<file path="src/rtl/inst_encode_loader.sv">
// inst_encode_loader: packs control-level instruction descriptions into 32-bit words and writes them to consecutive instruction-memory addresses.
// Optional ENC_LOADER_CHECK_EN: illegal combinations are dropped and flagged on err instead of written as NOP.
module inst_encode_loader #(
  parameter int ADDR_W = 8
) (
  input  logic              clk,
  input  logic              rst,
  input  logic              in_valid,
  output logic              in_ready,
  input  logic              Is_Imm,
  input  logic              WB_En,
  input  logic              MEM_R_En,
  input  logic              MEM_W_En,
  input  logic [3:0]        EXE_Cmd,
  input  logic [1:0]        BR_Type,
  input  logic [4:0]        Dest,
  input  logic [4:0]        Src1,
  input  logic [4:0]        Src2,
  input  logic [15:0]       Imm,
  output logic              mem_wr_en,
  output logic [ADDR_W-1:0] mem_addr,
  output logic [31:0]       mem_wdata,
  output logic [ADDR_W:0]   wr_count,
  output logic              full,
  output logic              err
);
  typedef enum logic [1:0] {IDLE, WRITE, FULL} state_t;
`ifdef ENC_LOADER_CHECK_EN
  localparam logic check_en = 1'b1;
`else
  localparam logic check_en = 1'b0;
`endif
  localparam logic [ADDR_W:0] one = {{ADDR_W{1'b0}}, 1'b1};
  state_t state, state_n;
  logic [5:0] op;
  logic [31:0] word;
  logic legal, hs, accept, err_q;
  always_comb begin
    legal = 1'b1;
    op = 6'd0;
    if (BR_Type != 2'b00) op = 6'd39 + {4'd0, BR_Type};
    else if (MEM_R_En) op = 6'd36;
    else if (MEM_W_En) op = 6'd37;
    else if (Is_Imm && WB_En) begin
      op = (EXE_Cmd == 4'b0000) ? 6'd32 : 6'd33;
      legal = (EXE_Cmd == 4'b0000) || (EXE_Cmd == 4'b0010);
    end else if (WB_En) begin
      case (EXE_Cmd)
        4'b0000: op = 6'd1;
        4'b0010: op = 6'd3;
        4'b0100: op = 6'd5;
        4'b0101: op = 6'd6;
        4'b0110: op = 6'd7;
        4'b0111: op = 6'd8;
        4'b1000: op = 6'd9;
        4'b1001: op = 6'd11;
        4'b1010: op = 6'd12;
        default: legal = 1'b0;
      endcase
    end else legal = !(Is_Imm || (|EXE_Cmd));
    if (!legal) op = 6'd0;
  end
  // opcodes 32 and up are I-type and carry the immediate in the low half
  assign word = op[5] ? {op, Dest, Src1, Imm} : {op, Dest, Src1, Src2, 11'd0};
  assign in_ready = (state == IDLE) && !rst;
  assign hs = in_valid && in_ready;
  assign accept = hs && (legal || !check_en);
  assign mem_wr_en = (state == WRITE);
  assign full = (state == FULL);
  assign err = err_q;
  always_comb begin
    state_n = state;
    if (state == IDLE && accept) state_n = WRITE;
    else if (state == WRITE) state_n = (&wr_count[ADDR_W-1:0]) ? FULL : IDLE;
  end
  always_ff @(posedge clk) begin
    if (rst) begin
      state <= IDLE;
      wr_count <= '0;
      mem_addr <= '0;
      mem_wdata <= '0;
      err_q <= 1'b0;
    end else begin
      state <= state_n;
      if (accept) begin
        mem_addr <= wr_count[ADDR_W-1:0];
        mem_wdata <= word;
      end
      if (state == WRITE) wr_count <= wr_count + one;
      if (hs && !legal && check_en) err_q <= 1'b1;
    end
  end
endmodule

</file>
<file path="config.mk">
export PLATFORM = sky130hd
export DESIGN_NAME = inst_encode_loader
export DESIGN_NICKNAME = d
export VERILOG_FILES = /design/src/rtl/inst_encode_loader.sv
export SDC_FILE = /design/constraint.sdc
export NUM_CORES = 1
export LEC_CHECK = 0
export CAP_MARGIN = 25
export CORE_ASPECT_RATIO = 2
export CORE_MARGIN = 3
export CORE_UTILIZATION = 41
export DETAILED_ROUTE_END_ITERATION = 7
export GPL_TIMING_DRIVEN = 0
export PLACE_DENSITY = 0.9
export SLEW_MARGIN = 5
export SYNTH_ARGS = -nofsm -noshare
export SYNTH_HDL_FRONTEND = slang
export SYNTH_SLANG_ARGS = --single-unit
</file>
<file path="constraint.sdc">
create_clock -name clk -period 2.1 [get_ports clk]
set_input_delay 0.21 -clock clk [delete_from_list [all_inputs] [get_ports clk]]
set_output_delay 0.21 -clock clk [all_outputs]
set_load 0.005 [all_outputs]
</file>
==> impl_metrics.json, run 1 <==
{
  "first_iter_violations": 72,
  "period_share_pct": 88.5,
  "postSynthCellCount": 228,
  "routedWlPerCell_um": 15.0,
  "place_congestion": 0.828,
  "antenna_found_initial": 0,
  "diodes": 0,
  "drc_errors": 0,
  "drtPass1Iterations": 4,
  "drive_gt1_share_pct": 5.45,
  "die_area_um2": 5940,
  "r2r_start": "state[1]",
  "syn2layout_area_growth_pct": 53.3,
  "synth_edf_count": 0,
  "p_leak_nw": 1.24,
  "port_buffers": 93,
  "synth_area_per_cell_um2": 8.99,
  "final_cell_count_no_fill": 385,
  "nFillCells": 426,
  "multi_input_area_um2": 970,
  "setup_violations": 0,
  "fp.dieH_um": 106,
  "start_util_pct": 43.4,
  "grt_pass1_vias": 2056,
  "dieWidth_um": 56.0,
  "clockRootBuffer": "clkbuf_8",
  "power_mw": 1.93,
  "cts_buffers": 5,
  "final_max_slew_viol_count": 0,
  "reg2reg_setup_slack_ps": 310,
  "start_kind": "input pin",
  "wl_um": 5780,
  "cts.repair.resized": 0,
  "rsz0062_at_grt": "no",
  "hold_buffers": 0,
  "drv_cap": 0,
  "post_dp_cell_area_um2": 3050,
  "clkTransAtPathRegs_ps": 100,
  "crit_start": "BR_Type[1]",
  "required_ps": 2300,
  "seq_area_frac_synth_pct": 48.8,
  "routed_via_density": 5.17,
  "seq_area_um2": 1000,
  "vdd_drop_max_mv": 0.537,
  "num_vias": 1990,
  "yosys_warnings": 0,
  "final.setup.tns_ps": 0,
  "cts_num_sinks": 50,
  "hold_path_startpoint": "rst",
  "grt_max_degree": 17,
  "fin_skew_ps": 4.55,
  "cp-end-kind": "flip-flop",
  "netlist_area_um2": 2050,
  "finalCriticalPeriod_ps": 1860,
  "hold_class": "in -> reg",
  "cts_tree": "done",
  "cts.path.max_buffers": 2,
  "num_rows": 35,
  "critical_path_peak_fanout": 10,
  "placedCellCount": 377,
  "htree_levels": 2,
  "coreArea_um2": 4730,
  "final_area_um2": 3140,
  "cts_setup_buffers": 0,
  "powerDensity_nw_per_um2": 613,
  "postRouteAntennaNets": 0,
  "ys.flop_type": "dfxtp_1",
  "ys_seq_elements": 50,
  "cp.arrival_ps": 2050,
  "synth.distinct_cells": 38,
  "worstMarginPinSlew_ps": 540,
  "slew_headroom_pct": 63.9,
  "status": "finished clean",
  "hold_violations": 0,
  "fin_nets": 374,
  "fin_worst_hold_slack_ps": 310,
  "crit_type": "in -> reg",
  "async_flop_share_pct": 0,
  "io_pins": 97,
  "dp.final_hpwl_um": 4520,
  "grt_usage_pct": 20.1,
  "grt_pass1_wl_um": 9640,
  "maxClockFrequency_mhz": 538,
  "clkLatencyLatePin_ps": 290,
  "grt_overflow": 0
}
[cells in the mapped netlist, drive strengths merged, types with 5 or more instances]
| master | number | area share [%] |
|---|---|---|
| a21oi | 10 | 2.6 |
| dfxtp | 50 | 49 |
| clkbuf | 6 | 1.1 |
| nand2 | 44 | 8.1 |
| o21ai | 12 | 2.9 |
| nor2 | 17 | 3.1 |
| buf | 8 | 2.3 |
| nand3b | 24 | 8.8 |
| a22o | 12 | 5.1 |
| xor2 | 5 | 2.1 |
| mux2i | 7 | 3.4 |
[report_power, final]
part / internal, mW / switching [mW]
Combinational: 0.214 / 0.128
Clock: 0.235 / 0.321
Sequential: 0.998 / 0.0308
[worst max-delay path, cell delays in order]
cell and delay [ps]:
clkdlybuf4s50_1 450, nor2_1 240, nand2_1 140, a21oi_2 400, nor2_1 140, buf_2 220, a22o_1 250
[metal layers]
| metal | vias up | routed length (um) | global-route usage (%) | part of all wire, % |
|---|---|---|---|---|
| li1 | 983 | - | - | - |
| met1 | 932 | 2140 | 20.4 | 37 |
| met2 | 69 | 3210 | 38.1 | 55 |
| met3 | 6 | 368 | 4.98 | 6.4 |
| met4 | 0 | 70 | 7.64 | 1.2 |
| met5 | - | 0 | 0 | 0 |
[kinds of logic (layout without fill, tap and decap cells)]
kind of cell	Yosys count	count (layout)	synth area share, %
compound gates	42	42	13.9
xor+xnor	6	6	2.56
other cells	1	2	0.183
simple gates	103	103	26.4
buf+inv	18	119	4.09
fa+ha+maj	1	1	0.610
mux	7	7	3.42
flops	50	50	48.8
[per-stage QoR]
stage	utilization [%]	setup WS [ps]
4_1_cts	66.5	217
5_1_grt	66.5	60.6
3_3_place_gp	64.6	-67.2
6_report	66.5	242
2_1_floorplan	-	611
3_5_place_dp	64.6	-110
[area by class of cell]
class,count,area share (%)
sequential,50,31.8
timing repair buffer,93,29.6
inverter,4,0.478
clock buffer,5,2.19
multi-input combinational,161,30.8
tap,55,2.19
buffer,14,2.19
clock inverter,3,0.676
[sequential cells by signal (all words and copies together), names as in the netlist]
name / count
state: 2
wr_count: 9
mem_addr: 8
mem_wdata: 31
[final timing paths]
path / depth (start not counted) / end
worst min register to register: 1 / mem_wdata[31]
worst max-delay path: 7 / mem_wdata[7]
worst max register to register: 6 / mem_wdata[7]
worst min-delay path: 3 / mem_wdata[11]
[layout by cell type (no fill, tap or decap), types with 2 or more instances in the layout]
| cell type | Yosys | layout |
|---|---|---|
| or3_1 | 2 | 2 |
| mux2i_1 | 7 | 7 |
| clkdlybuf4s50_1 | 0 | 93 |
| a21o_1 | 2 | 2 |
| nor2_1 | 17 | 17 |
| clkbuf_1 | 6 | 6 |
| a22o_1 | 12 | 12 |
| o21ai_1 | 7 | 7 |
| nand2_1 | 44 | 44 |
| nor2b_1 | 2 | 2 |
| buf_4 | 3 | 3 |
| conb_1 | 1 | 2 |
| a21oi_1 | 9 | 9 |
| clkbuf_8 | 0 | 5 |
| nand3b_1 | 24 | 24 |
| nand4_1 | 4 | 4 |
| dfxtp_1 | 50 | 50 |
| inv_1 | 4 | 4 |
| o21ai_0 | 5 | 5 |
| buf_2 | 4 | 4 |
| xor2_1 | 5 | 5 |
| nand2b_1 | 2 | 2 |
No activity file was read; power rests on OpenSTA's default activity.
==> run 2: changes to the inputs <==
--- a/config.mk
+++ b/config.mk
@@ -8,10 +8,10 @@
 export CAP_MARGIN = 25
 export CORE_ASPECT_RATIO = 2
 export CORE_MARGIN = 3
-export CORE_UTILIZATION = 41
+export CORE_UTILIZATION = 44
 export DETAILED_ROUTE_END_ITERATION = 7
 export GPL_TIMING_DRIVEN = 0
-export PLACE_DENSITY = 0.9
+export PLACE_DENSITY = 0.95
 export SLEW_MARGIN = 5
 export SYNTH_ARGS = -nofsm -noshare
 export SYNTH_HDL_FRONTEND = slang
==> constraint.sdc (replaced) <==
create_clock -name clk -period 2.32 [get_ports clk]
set_input_delay 0.232 -clock clk [delete_from_list [all_inputs] [get_ports clk]]
set_output_delay 0.232 -clock clk [all_outputs]
set_load 0.005 [all_outputs]
==> run 2 against run 1 <==
Die area is 6.3% lower. First-iteration DRC count fell by 67%. Power decreased by 2.5%. Non-clock buffer count stayed put. Cell area up 0.80%. Utilization increased by 5.2 points. Count of clock-buffer cells in the layout stayed put. Worst setup slack gained 260 ps. Wire length decreased by 0.54%. Critical path type unchanged. Critical endpoint is now mem_wdata[8].
==> impl_metrics.json, run 2 (same netlist as run 1, synthesis figures left out) <==
{
  "dpl_worst_slack_ps": 183,
  "drv_cap": 0,
  "dieWidth_um": 54.3,
  "final_area_um2": 3170,
  "cts_setup_buffers": 0,
  "htree_levels": 2,
  "routed_via_density": 5.12,
  "timing.rr.end": "mem_wdata[8]",
  "p_leak_nw": 1.26,
  "antenna_found_initial": 0,
  "cts_buffers": 5,
  "hold_class": "in -> reg",
  "first_iter_violations": 24,
  "reg2reg_setup_slack_ps": 550,
  "grt_max_degree": 18,
  "clkTransAtPathRegs_ps": 110,
  "nFillCells": 354,
  "coreArea_um2": 4420,
  "io_pins": 97,
  "r2r_cells": 6,
  "maxClockFrequency_mhz": 551,
  "largest_register_ff_count": 31,
  "drive_gt1_share_pct": 5.45,
  "period_share_pct": 78.2,
  "rsz0062_at_grt": "no",
  "layout_common_cells": "93 x clkdlybuf4s50_1, 50 x dfxtp_1, 44 x nand2_1, 24 x nand3b_1, 17 x nor2_1",
  "final_max_slew_viol_count": 0,
  "place_congestion": 0.727,
  "cp-end-kind": "flip-flop",
  "port_buffers": 93,
  "reg_top3": "mem_wdata x31, wr_count x9, mem_addr x8",
  "critPathTopFamily": "buffers and inverters",
  "cts_num_sinks": 50,
  "critPathMaxStageDelay_ps": 540,
  "path_cells": "clkdlybuf4s50_1 > nor4b_2 > a21oi_2 > nor2_1 > buf_2 > a22o_1",
  "power_mw": 1.88,
  "diodes": 0,
  "wl_um": 5750,
  "fin_nets": 374,
  "fin_worst_hold_slack_ps": 330,
  "postRouteAntennaNets": 0,
  "slowest_stage": "clkdlybuf4s50_1",
  "final.setup.tns_ps": 0,
  "fp.dieH_um": 103,
  "grt_pass1_vias": 1919,
  "cts_tree": "done",
  "routedWlPerCell_um": 15.0,
  "worstMarginPinSlew_ps": 526,
  "clkLatencyLatePin_ps": 310,
  "multi_input_area_um2": 970,
  "status": "finished clean",
  "r2r_start": "state[0]",
  "num_vias": 1966,
  "path_depth": 6,
  "crit_start": "EXE_Cmd[0]",
  "grt_overflow": 0,
  "post_dp_cell_area_um2": 3050,
  "slew_headroom_pct": 64.8,
  "syn2layout_area_growth_pct": 54.5,
  "setup_violations": 0,
  "grt_pass1_wl_um": 9050,
  "crit_buf_inv": 2,
  "clockRootBuffer": "clkbuf_8",
  "drtPass1Iterations": 4,
  "die_area_um2": 5570,
  "finalCriticalPeriod_ps": 1810,
  "seq_area_um2": 1000,
  "num_rows": 34,
  "critical_path_peak_fanout": 10,
  "cp.arrival_ps": 2070,
  "endpoint": "mem_wdata[8]",
  "setup_ws_ps": 506,
  "vdd_drop_max_mv": 0.612,
  "crit_type": "in -> reg",
  "hold_buffers": 0,
  "cts.repair.resized": 0,
  "start_util_pct": 46.4,
  "hold_violations": 0,
  "dp.final_hpwl_um": 4500,
  "top_register": "mem_wdata",
  "start_kind": "input pin",
  "powerDensity_nw_per_um2": 593,
  "grt_usage_pct": 22.1,
  "final_common_cell": "clkdlybuf4s50_1",
  "cts.path.max_buffers": 2,
  "fin_skew_ps": 13.2,
  "required_ps": 2580,
  "drc_errors": 0
}
run 2: final cells by class:
cell class,count,share of cell area [%]
Sequential cell,50,31.6
Multi-Input combinational cell,161,30.6
Timing Repair Buffer,93,29.4
Clock buffer,5,2.17
Buffer,14,2.17
Tap cell,54,2.13
Clock inverter,3,1.50
Inverter,4,0.474
run 2: routing by layer:
layer,global-route usage [%],vias up,wire (um)
met2,40.9,60,3270
met1,22.7,913,2030
li1,-,985,-
met4,6.72,0,77
met3,6.22,8,365
met5,0,-,0
run 2: how the worst min path moves through the flow:
stage / start / endpoint / slack [ps] / depth (start not counted)
floorplan: Src1[0] / mem_wdata[16] / 330 / 2
global placement: mem_wdata[31] / mem_wdata[31] / 430 / 1
detailed placement: mem_wdata[31] / mem_wdata[31] / 450 / 1
CTS: rst / mem_wdata[27] / 330 / 3
global route: rst / mem_wdata[27] / 370 / 3
finish: rst / mem_wdata[27] / 330 / 3
run 2: report_power, final:
part           internal, mW  total [mW]  switching, mW
Sequential            0.904       0.932         0.0282
Combinational         0.194       0.311          0.117
Clock                 0.329       0.636          0.307
Total                  1.43        1.88          0.452
run 2: worst min-delay path: stages:
cell and delay, ps:
buf_2 180, nand2b_1 130, a21oi_1 60
run 2: through the flow:
step / util [%] / std cells
final: 71.6 / 384
after global routing: 71.6 / 384
after CTS: 71.6 / 384
after detailed placement: 69.0 / 376
after global placement: 69.0 / 376
after floorplan: - / 229
